[config.mk]
export PLATFORM = sky130hd
export DESIGN_NAME = nibble_serial_adder_ctrl
export DESIGN_NICKNAME = d
export VERILOG_FILES = /design/src/rtl/nibble_serial_adder_ctrl_pkg.sv /design/src/rtl/nibble_serial_adder_ctrl_add4_slice.sv /design/src/rtl/nibble_serial_adder_ctrl.sv
export SDC_FILE = /design/constraint.sdc
export NUM_CORES = 1
export LEC_CHECK = 0
export ABC_AREA = 1
export BUFFER_PORTS_ARGS = -buffer_cell sky130_fd_sc_hd__buf_2
export CAP_MARGIN = 5
export CORE_MARGIN = 4
export CORE_UTILIZATION = 55
export CTS_CLUSTER_DIAMETER = 100
export DETAILED_ROUTE_END_ITERATION = 7
export PLACE_DENSITY_LB_ADDON = 0.3
export SYNTH_ARGS = -nofsm -noshare
export SYNTH_HDL_FRONTEND = slang
export SYNTH_SLANG_ARGS = --single-unit
[constraint.sdc]
create_clock -name clk -period 3.33 [get_ports clk]
set_input_delay 0.4995 -clock clk [delete_from_list [all_inputs] [get_ports clk]]
set_output_delay 0.4995 -clock clk [all_outputs]
set_load 0.05 [all_outputs]
[src/rtl/nibble_serial_adder_ctrl_pkg.sv]
// Shared definitions for the nibble-serial adder: slice width and controller state encoding.
package nibble_serial_adder_ctrl_pkg;

  localparam int unsigned NIBBLE_W = 4;

  typedef enum logic [1:0] {
    ST_IDLE = 2'd0,
    ST_RUN  = 2'd1,
    ST_DONE = 2'd2
  } state_t;

endpackage

[src/rtl/nibble_serial_adder_ctrl_add4_slice.sv]
// Combinational 4-bit ripple-carry adder slice, time-shared by the nibble-serial controller.
module add4_slice
  import nibble_serial_adder_ctrl_pkg::*;
(
  input  logic [NIBBLE_W-1:0] a,
  input  logic [NIBBLE_W-1:0] b,
  input  logic                ci,
  output logic [NIBBLE_W-1:0] s,
  output logic                co
);

  logic c;

  always_comb begin
    s = '0;
    c = ci;
    for (int unsigned i = 0; i < NIBBLE_W; i++) begin
      s[i] = a[i] ^ b[i] ^ c;
      c    = (a[i] & b[i]) | (a[i] & c) | (b[i] & c);
    end
    co = c;
  end

endmodule

[src/rtl/nibble_serial_adder_ctrl.sv]
// Nibble-serial add/subtract sequencer: one 4-bit slice, LSB nibble first, carry held
// in a flop between passes; start/done handshake with the result held until next start.
module nibble_serial_adder_ctrl
  import nibble_serial_adder_ctrl_pkg::*;
#(
  parameter int unsigned WIDTH = 16
) (
  input  logic             clk,
  input  logic             rst,
  input  logic             start,
  input  logic             op_sub,
  input  logic [WIDTH-1:0] A,
  input  logic [WIDTH-1:0] B,
  input  logic             cin,
  output logic [WIDTH-1:0] S,
  output logic             cout,
  output logic             ovf,
  output logic             busy,
  output logic             done
);

  localparam int unsigned NIB   = WIDTH / NIBBLE_W;
  localparam int unsigned IDX_W = (NIB > 1) ? $clog2(NIB) : 1;
  localparam int unsigned MSB   = WIDTH - 1;
  localparam logic [IDX_W-1:0] LAST_IDX = IDX_W'(NIB - 1);

  state_t             state_q, state_d;
  logic [WIDTH-1:0]   a_q, a_d;
  logic [WIDTH-1:0]   b_q, b_d;
  logic [WIDTH-1:0]   s_q, s_d;
  logic [IDX_W-1:0]   idx_q, idx_d;
  logic               carry_q, carry_d;
  logic               cout_q, cout_d;
  logic               ovf_q, ovf_d;
  logic               busy_q, busy_d;
  logic               done_q, done_d;

  // Bit offset of the active nibble; NIBBLE_W is 4, so the offset is idx shifted by two.
  logic [IDX_W+1:0]    base;
  logic [NIBBLE_W-1:0] slice_s;
  logic                slice_co;

  assign base = {idx_q, 2'b00};

  add4_slice u_slice (
    .a  (a_q[base +: NIBBLE_W]),
    .b  (b_q[base +: NIBBLE_W]),
    .ci (carry_q),
    .s  (slice_s),
    .co (slice_co)
  );

  always_comb begin
    state_d = state_q;
    a_d     = a_q;
    b_d     = b_q;
    s_d     = s_q;
    idx_d   = idx_q;
    carry_d = carry_q;
    cout_d  = cout_q;
    ovf_d   = ovf_q;
    busy_d  = busy_q;
    done_d  = 1'b0;
    case (state_q)
      ST_IDLE: begin
        if (start) begin
          a_d     = A;
          b_d     = op_sub ? ~B : B;
          carry_d = op_sub ? 1'b1 : cin;
          idx_d   = '0;
          busy_d  = 1'b1;
          state_d = ST_RUN;
        end
      end
      ST_RUN: begin
        s_d[base +: NIBBLE_W] = slice_s;
        carry_d = slice_co;
        idx_d   = idx_q + 1'b1;
        // Flags are taken from the final slice pass so they land together with done.
        if (idx_q == LAST_IDX) begin
          cout_d  = slice_co;
          ovf_d   = (a_q[MSB] == b_q[MSB]) && (slice_s[NIBBLE_W-1] != a_q[MSB]);
          done_d  = 1'b1;
          state_d = ST_DONE;
        end
      end
      ST_DONE: begin
        busy_d  = 1'b0;
        state_d = ST_IDLE;
      end
      default: begin
        busy_d  = 1'b0;
        state_d = ST_IDLE;
      end
    endcase
  end

  always_ff @(posedge clk) begin
    if (rst) begin
      state_q <= ST_IDLE;
      a_q     <= '0;
      b_q     <= '0;
      s_q     <= '0;
      idx_q   <= '0;
      carry_q <= 1'b0;
      cout_q  <= 1'b0;
      ovf_q   <= 1'b0;
      busy_q  <= 1'b0;
      done_q  <= 1'b0;
    end else begin
      state_q <= state_d;
      a_q     <= a_d;
      b_q     <= b_d;
      s_q     <= s_d;
      idx_q   <= idx_d;
      carry_q <= carry_d;
      cout_q  <= cout_d;
      ovf_q   <= ovf_d;
      busy_q  <= busy_d;
      done_q  <= done_d;
    end
  end

  assign S    = s_q;
  assign cout = cout_q;
  assign ovf  = ovf_q;
  assign busy = busy_q;
  assign done = done_q;

endmodule

After elaboration in Yosys (flattened, before gate mapping)

Cells that the tools add are included.

RAM bits: 0
Register bits: 57
Logic and storage cells: 74
Bits in latches: 0
Memories kept: 0
Memory bits (read-only): 0
Input bits: 37
Output and inout port bits: 20

Muxes and demuxes: 13
Reduce and logical (&&, ||, !) cells: 9
Multiply operators: 0
Add/subtract/negate cells: 2
Bitwise operators: 30
Div/mod/pow operators: 0
Magnitude comparators: 0
Shift-type cells: 4
Equality and inequality tests: 6

Operator list:

| cell                                                 | number |
|---|---|
| variable part select 16 x 5 -> 4 bit                 | 2 |
| bitwise mux 16 bit                                   | 1 |
| two-way mux 16 bit                                   | 1 |
| inverter 16 bit                                      | 1 |
| variable shift 4 x 6 -> 16 bit, first input constant | 1 |
| variable part select 4 x 6 -> 16 bit                 | 1 |
| AND 1 bit                                            | 12 |
| AND reduction 2 bit                                  | 5 |
| OR 1 bit                                             | 8 |
| case mux 2 bit (2 select lines)                      | 2 |
| XOR 1 bit                                            | 8 |
| two-way mux 2 bit                                    | 3 |
| negator 4 -> 6 bit                                   | 1 |
| two-way mux 1 bit                                    | 4 |
| inequality test 2 bit, second input constant         | 2 |
| case mux 1 bit (2 select lines)                      | 2 |
| adder 2 x 1 -> 2 bit, second input constant          | 1 |
| equality test 2 x 1 -> 1 bit, second input constant  | 1 |
| equality test 2 bit, second input constant           | 1 |
| zero test 2 bit                                      | 1 |
| nonzero test 2 bit                                   | 1 |
| OR reduction 2 bit                                   | 1 |
| equality test 1 bit                                  | 1 |
| logical AND 1 bit                                    | 1 |
| other kinds (2)                                      | 2 |

Longest topological paths before layout

Depth after elaboration: 14
Gate-level depth with buffers: 16
Depth with buffers taken out: 15

Cells and area by module

From an unflattened synthesis, not the netlist that was laid out.

Cells, all modules: 368
Area, all modules: 2675.1 µm²

Modules (own cells, without submodules):

| module                   | instances | cells an instance | area an instance (µm²) | sequential area each (µm²) |
|---|---|---|---|---|
| nibble_serial_adder_ctrl | 1         | 354               | 2557.5                 | 1141.1 |
| add4_slice               | 1         | 14                | 117.6                  | 0.0 |

Worst setup path after synthesis

Ideal clock, no wire load.

Path kind: register -> register
Start: register idx_q[0]
End: register s_q[7], in the netlist S[7]
Path buffers: 1
Clock period less this slack: 2.810 ns
Cell stages (with the launch flop): 17
Setup slack: 0.520 ns
Data arrival time: 2.693 ns
Setup time: 0.118 ns
Data required time: 3.212 ns
Cells stage by stage: dfxtp_1 -> inv_2 -> buf_2 -> nor2_1 -> o22ai_1 -> fa_1 -> inv_1 -> fa_1 -> fa_1 -> inv_1 -> fa_1 -> nand2_1 -> nor2_1 -> nand2_1 -> nand2_1 -> inv_1 -> nor2_1

Cells in the longest elaborated chain, start to end: 13
Elaborated cells between the ends (all ways): 29
Those cells by class: 1 x add/sub; 4 x shift; 1 x mux; 23 x bitwise

Ends and longest elaborated chain:

| what                                                    | RTL line                                                       | RTL |
|---|---|---|
| from (decl)                                             | nibble_serial_adder_ctrl.sv:31                                 | `logic [IDX_W-1:0] idx_q, idx_d;` |
| from (signal assigned)                                  | nibble_serial_adder_ctrl.sv:115                                | `idx_q <= idx_d;` |
| variable part select 16 x 5 -> 4 bit (on tied branches) | nibble_serial_adder_ctrl.sv:46, nibble_serial_adder_ctrl.sv:47 |  |
| AND 1 bit                                               | nibble_serial_adder_ctrl_add4_slice.sv:19                      | `c = (a[i] & b[i]) \| (a[i] & c) \| (b[i] & c);` |
| OR 1 bit (2 in series)                                  | nibble_serial_adder_ctrl_add4_slice.sv:19                      |  |
| AND 1 bit                                               | nibble_serial_adder_ctrl_add4_slice.sv:19                      |  |
| OR 1 bit (2 in series)                                  | nibble_serial_adder_ctrl_add4_slice.sv:19                      |  |
| AND 1 bit                                               | nibble_serial_adder_ctrl_add4_slice.sv:19                      |  |
| OR 1 bit (2 in series)                                  | nibble_serial_adder_ctrl_add4_slice.sv:19                      |  |
| XOR 1 bit                                               | nibble_serial_adder_ctrl_add4_slice.sv:18                      | `s[i] = a[i] ^ b[i] ^ c;` |
| variable part select 4 x 6 -> 16 bit                    | nibble_serial_adder_ctrl.sv:76                                 | `s_d[base +: NIBBLE_W] = slice_s;` |
| bitwise mux 16 bit *                                    | nibble_serial_adder_ctrl.sv:76                                 |  |
| to (signal assigned)                                    | nibble_serial_adder_ctrl.sv:103                                | `s_q <= '0;` |
| to (signal assigned)                                    | nibble_serial_adder_ctrl.sv:114                                | `s_q <= s_d;` |
| to (decl)                                               | nibble_serial_adder_ctrl.sv:30                                 | `logic [WIDTH-1:0] s_q, s_d;` |

Every way passes the cells marked *; elsewhere a longest branch is shown, timed or not.
A chain may end at the register's enable or synchronous reset.

Worst setup path after layout

Same ends and word-level chain as after synthesis.

==> flow_results.org <==
** Run status
- The run finished with clean final reports.

** Clocking
- Clock-pin slew was measured on the worst setup and hold paths at around 0.070 ns.
- The tree built by TritonCTS fans out to 57 sinks.
- TritonCTS Buffers :: 9
- Maximum clock path buffer count :: 2
- For the worst-skew pair, the clock arrives at the later sink with an insertion delay of about 0.34 ns.
- TritonCTS built the clock tree.
- Clock root buffer master :: sky130_fd_sc_hd__clkbuf_8
- The H-tree generated during clock tree synthesis spans 3 levels.

** Timing
- Fmax :: about 350 MHz
- For the finished layout, the period the worst path requires is 2.89 ns.
- Setup violations remaining at the end of the flow were counted as 0.
- In the finished design, the share of the clock period the worst path needs comes to 86.7%.
- After routing, the total negative slack on setup checks comes to 0 ns.
- Headroom to the max-slew limit came out at 57.5%.
- The count of endpoints failing hold in the final timing report came to 0.
- On the final layout, the worst clock skew is 0.00419 ns.
- For the pin with the worst max-slew slack, the measured transition is between 0.6 and 0.7 ns.
- Setup repair after global routing left no endpoint under its margin.
- The total count of max-transition violations in the final report came to 0.

** Route
- Dividing the detail-routed via count by the number of cells gives 4.85.
- Via count :: between 2,000 and 3,000
- Residual antenna-violating net count after detailed routing :: 0
- The first detailed-routing pass took 4 iterations.
- 1st-iter DRT viols :: 131
- The routed design has 6.08 mm of wire.
- Total DRC errors in the routed layout :: 0
- After detailed routing, the average wire length per cell comes to 11.7 um.

** GRT
- Global-route wire length before repair :: slightly below 10 mm
- Final global-route overflow total :: 0
- Number of global-route vias before repair :: 2,277
- Global-route total usage across every layer :: about a fifth
- Maximum number of pins on one net before global-route repair :: 46
- The number of antenna violations at the first check in global routing is 0.

** Die
- Once the floorplan was initialized, standard cells occupied 58.0% of the core.
- For this design the top-level I/O count stands at 57.
- Row count :: 25
- Measured along the y axis, the die boundary spans approximately 80 um.
- Overall die area :: 0.00632 mm^2
- Horizontal die dimension :: 79.5 um
- The floorplan step defined a core boundary enclosing approximately 0.0048 mm^2.

** Yosys
- Synthesis inferred 57 register bits.
- Post-synthesis sequential area ratio :: 40.6%
- Synth Cell Area :: 0.00281 mm^2
- Synth Area per Inst :: 7.14 um^2
- Yosys attributes the largest share of cell area to sky130_fd_sc_hd__dfxtp_1, sky130_fd_sc_hd__nor2_1, sky130_fd_sc_hd__nand2_1.
- Synth warn :: 0
- Summed over its instances, the top area cell type makes up 40.6% of the synthesized netlist area.
- The cell count after synthesis came out at slightly below 400.
- The netlist uses 24 different library cells.
- Post-Synthesis Net Count :: 441
- The largest total area in the synthesized netlist belongs to sky130_fd_sc_hd__dfxtp_1.

** Layout
- For this run, the number of standard cells in the final layout without fillers is 520.
- After the last flow step, the layout net total stands at 495.
- The layout has approximately 430 filler cells.
- Share of layout cells above drive strength 1 :: 21.0%
- Relative to the synthesized area, the layout overhead comes to 18.1%.
- 0 antenna diodes ended up in the layout.

** Setup path
- The cell that appears most often on the critical path is sky130_fd_sc_hd__fa_1.
- The worst register-to-register path has a setup slack of 0.44 ns.
- At the worst endpoint, the required time is 3.57 ns.
- STA classifies the critical path endpoint as a register.
- The most critical setup path has its startpoint at idx_q[0]$_SDFFE_PP0P_.
- Cell breakdown of the critical path :: o21ai_0 > o22ai_1 > fa_1 > inv_1 > fa_1 > fa_1 > inv_1 > fa_1 > nand2_1 > nor2_1 > nand2_1 > nand2_1 > inv_1 > nor2_1
- Critical Path Fanout Max :: 20
- STA classifies the critical path startpoint as a register.
- On the worst path, the slowest cell contributes a delay of 0.53 ns.
- The critical path in this run is classified as register to register.
- Startpoint of the most critical register-to-register path :: idx_q[0]$_SDFFE_PP0P_
- Worst endpoint data arrival time :: 3.12 ns
- Slowest-stage cell, CP :: sky130_fd_sc_hd__dfxtp_2

** Placed design
- Number of input and output port buffers inserted :: 56
- The number of placed instances, taps included, is about 500.
- Routability cong. :: ~0.82
- Placed wire-length estimate after detailed placement :: 4.35 mm

** Min path
- The min-delay analysis places its worst path in the category primary input to register.
- The startpoint identified for the worst hold timing path is A[12].

** Power and ir drop
- Across the VDD grid, the largest voltage drop is 0.315 mV.
- Dividing total power by cell area gives a power density of between 500 and 600 mW/mm^2.
- The analysis attributes to cell leakage a power of approximately 1.6 nW.

** Job
- Max capacitance violation total :: 0
==> stage by stage <==
| stage | hold WS (ns) | power, mW | utilization [%] | setup WS (ns) | instance area, um^2 |
|---|---|---|---|---|---|
| final | 0.404 | 1.82 | 68.5 | 0.444 | 3320 |
| after global routing | 0.426 | 1.91 | 68.5 | 0.222 | 3320 |
| after CTS | 0.401 | 1.83 | 68.5 | 0.237 | 3320 |
| after detailed placement | 0.453 | 1.10 | 63.8 | 0.244 | 3090 |
| after global placement | 0.452 | 1.09 | 63.8 | 0.353 | 3090 |
| after floorplan | 0.424 | 1.02 | - | 0.520 | 2810 |
==> worst paths after layout <==
check,endpoint,depth (start not counted)
max,S[7]$_SDFFE_PP0P_,14
min,a_q[12]$_SDFFE_PP0P_,3
max reg2reg,S[7]$_SDFFE_PP0P_,14
min reg2reg,S[12]$_SDFFE_PP0P_,2
==> flip-flops by register name, summed over array words and instances (netlist names) <==
| register | cells |
|---|---|
| busy | 1 |
| a_q | 16 |
| ovf | 1 |
| b_q | 16 |
| idx_q | 2 |
| S | 16 |
| done | 1 |
| cout | 1 |
| state_q | 2 |
| carry_q | 1 |
==> Yosys cell counts, drive strengths merged <==
library cell  count
ha                6
fa                4
clkinv            1
xnor2            16
nand3             8
nor3              4
a21oi            18
o21ai            45
o22ai             4
dfxtp            57
clkbuf            3
nand2            78
nor2            102
inv              34
buf              14
==> layout by cell type (no fill, tap or decap), drive strengths merged <==
cell,synthesis,final
a21oi,18,18
buf,14,60
bufinv,0,2
clkbuf,3,11
clkinv,1,3
clkinvlp,0,1
dfxtp,57,57
fa,4,4
ha,6,6
inv,34,34
nand2,78,78
nand3,8,8
nor2,102,102
nor3,4,4
o21ai,45,45
o22ai,4,4
xnor2,16,16
==> area by class of cell <==
class	instances	area, um^2	area share [%]
Multi-Input combinational cell	285	1420	42.8
Sequential cell	57	1140	34.4
Timing Repair Buffer	60	310	9.34
Clock buffer	11	151	4.56
Inverter	35	134	4.03
Tap cell	67	83.8	2.52
Clock inverter	5	77.6	2.33
==> timing repair <==
| item | CTS | global route |
|---|---|---|
| buffers inserted | 0 | 0 |
| hold buffers | 0 | 0 |
| gates resized for setup | 0 | 1 |
| setup endpoints to repair | 0 | 2 |
==> worst max-delay path: cells and delay by family (launching register included) <==
kind	cells	cell delay (ns)
compound gates	2	0.37
fa+ha+maj	4	1.41
buf+inv	3	0.17
flops	1	0.53
simple gates	5	0.30
==> where the power goes <==
part | internal, mW | switching, mW
clock network | 0.459 | 0.277
logic | 0.118 | 0.204
registers | 0.729 | 0.0333
==> cells by family (layout without fill, tap and decap cells) <==
kind of cell	count (synthesis)	count (layout)	share of synthesized area, %
flip-flops	57	57	40.6
AND/OR/NAND/NOR	192	192	28.0
AO/OA/AOI/OAI	67	67	12.1
XOR/XNOR	16	16	4.98
adder cells (fa/ha/maj)	10	10	5.52
buffers and inverters	52	111	8.81
==> metal layers <==
| layer | track usage, % | part of all wire, % | vias to the layer above |
|---|---|---|---|
| met1 | 24.2 | 45 | 1122 |
| met3 | 4.63 | 4.5 | 16 |
| li1 | - | - | 1334 |
| met5 | 0 | 0 | - |
| met4 | 11.3 | 2.8 | 0 |
| met2 | 33.6 | 48 | 50 |
Power figures use the tool's default switching activity.
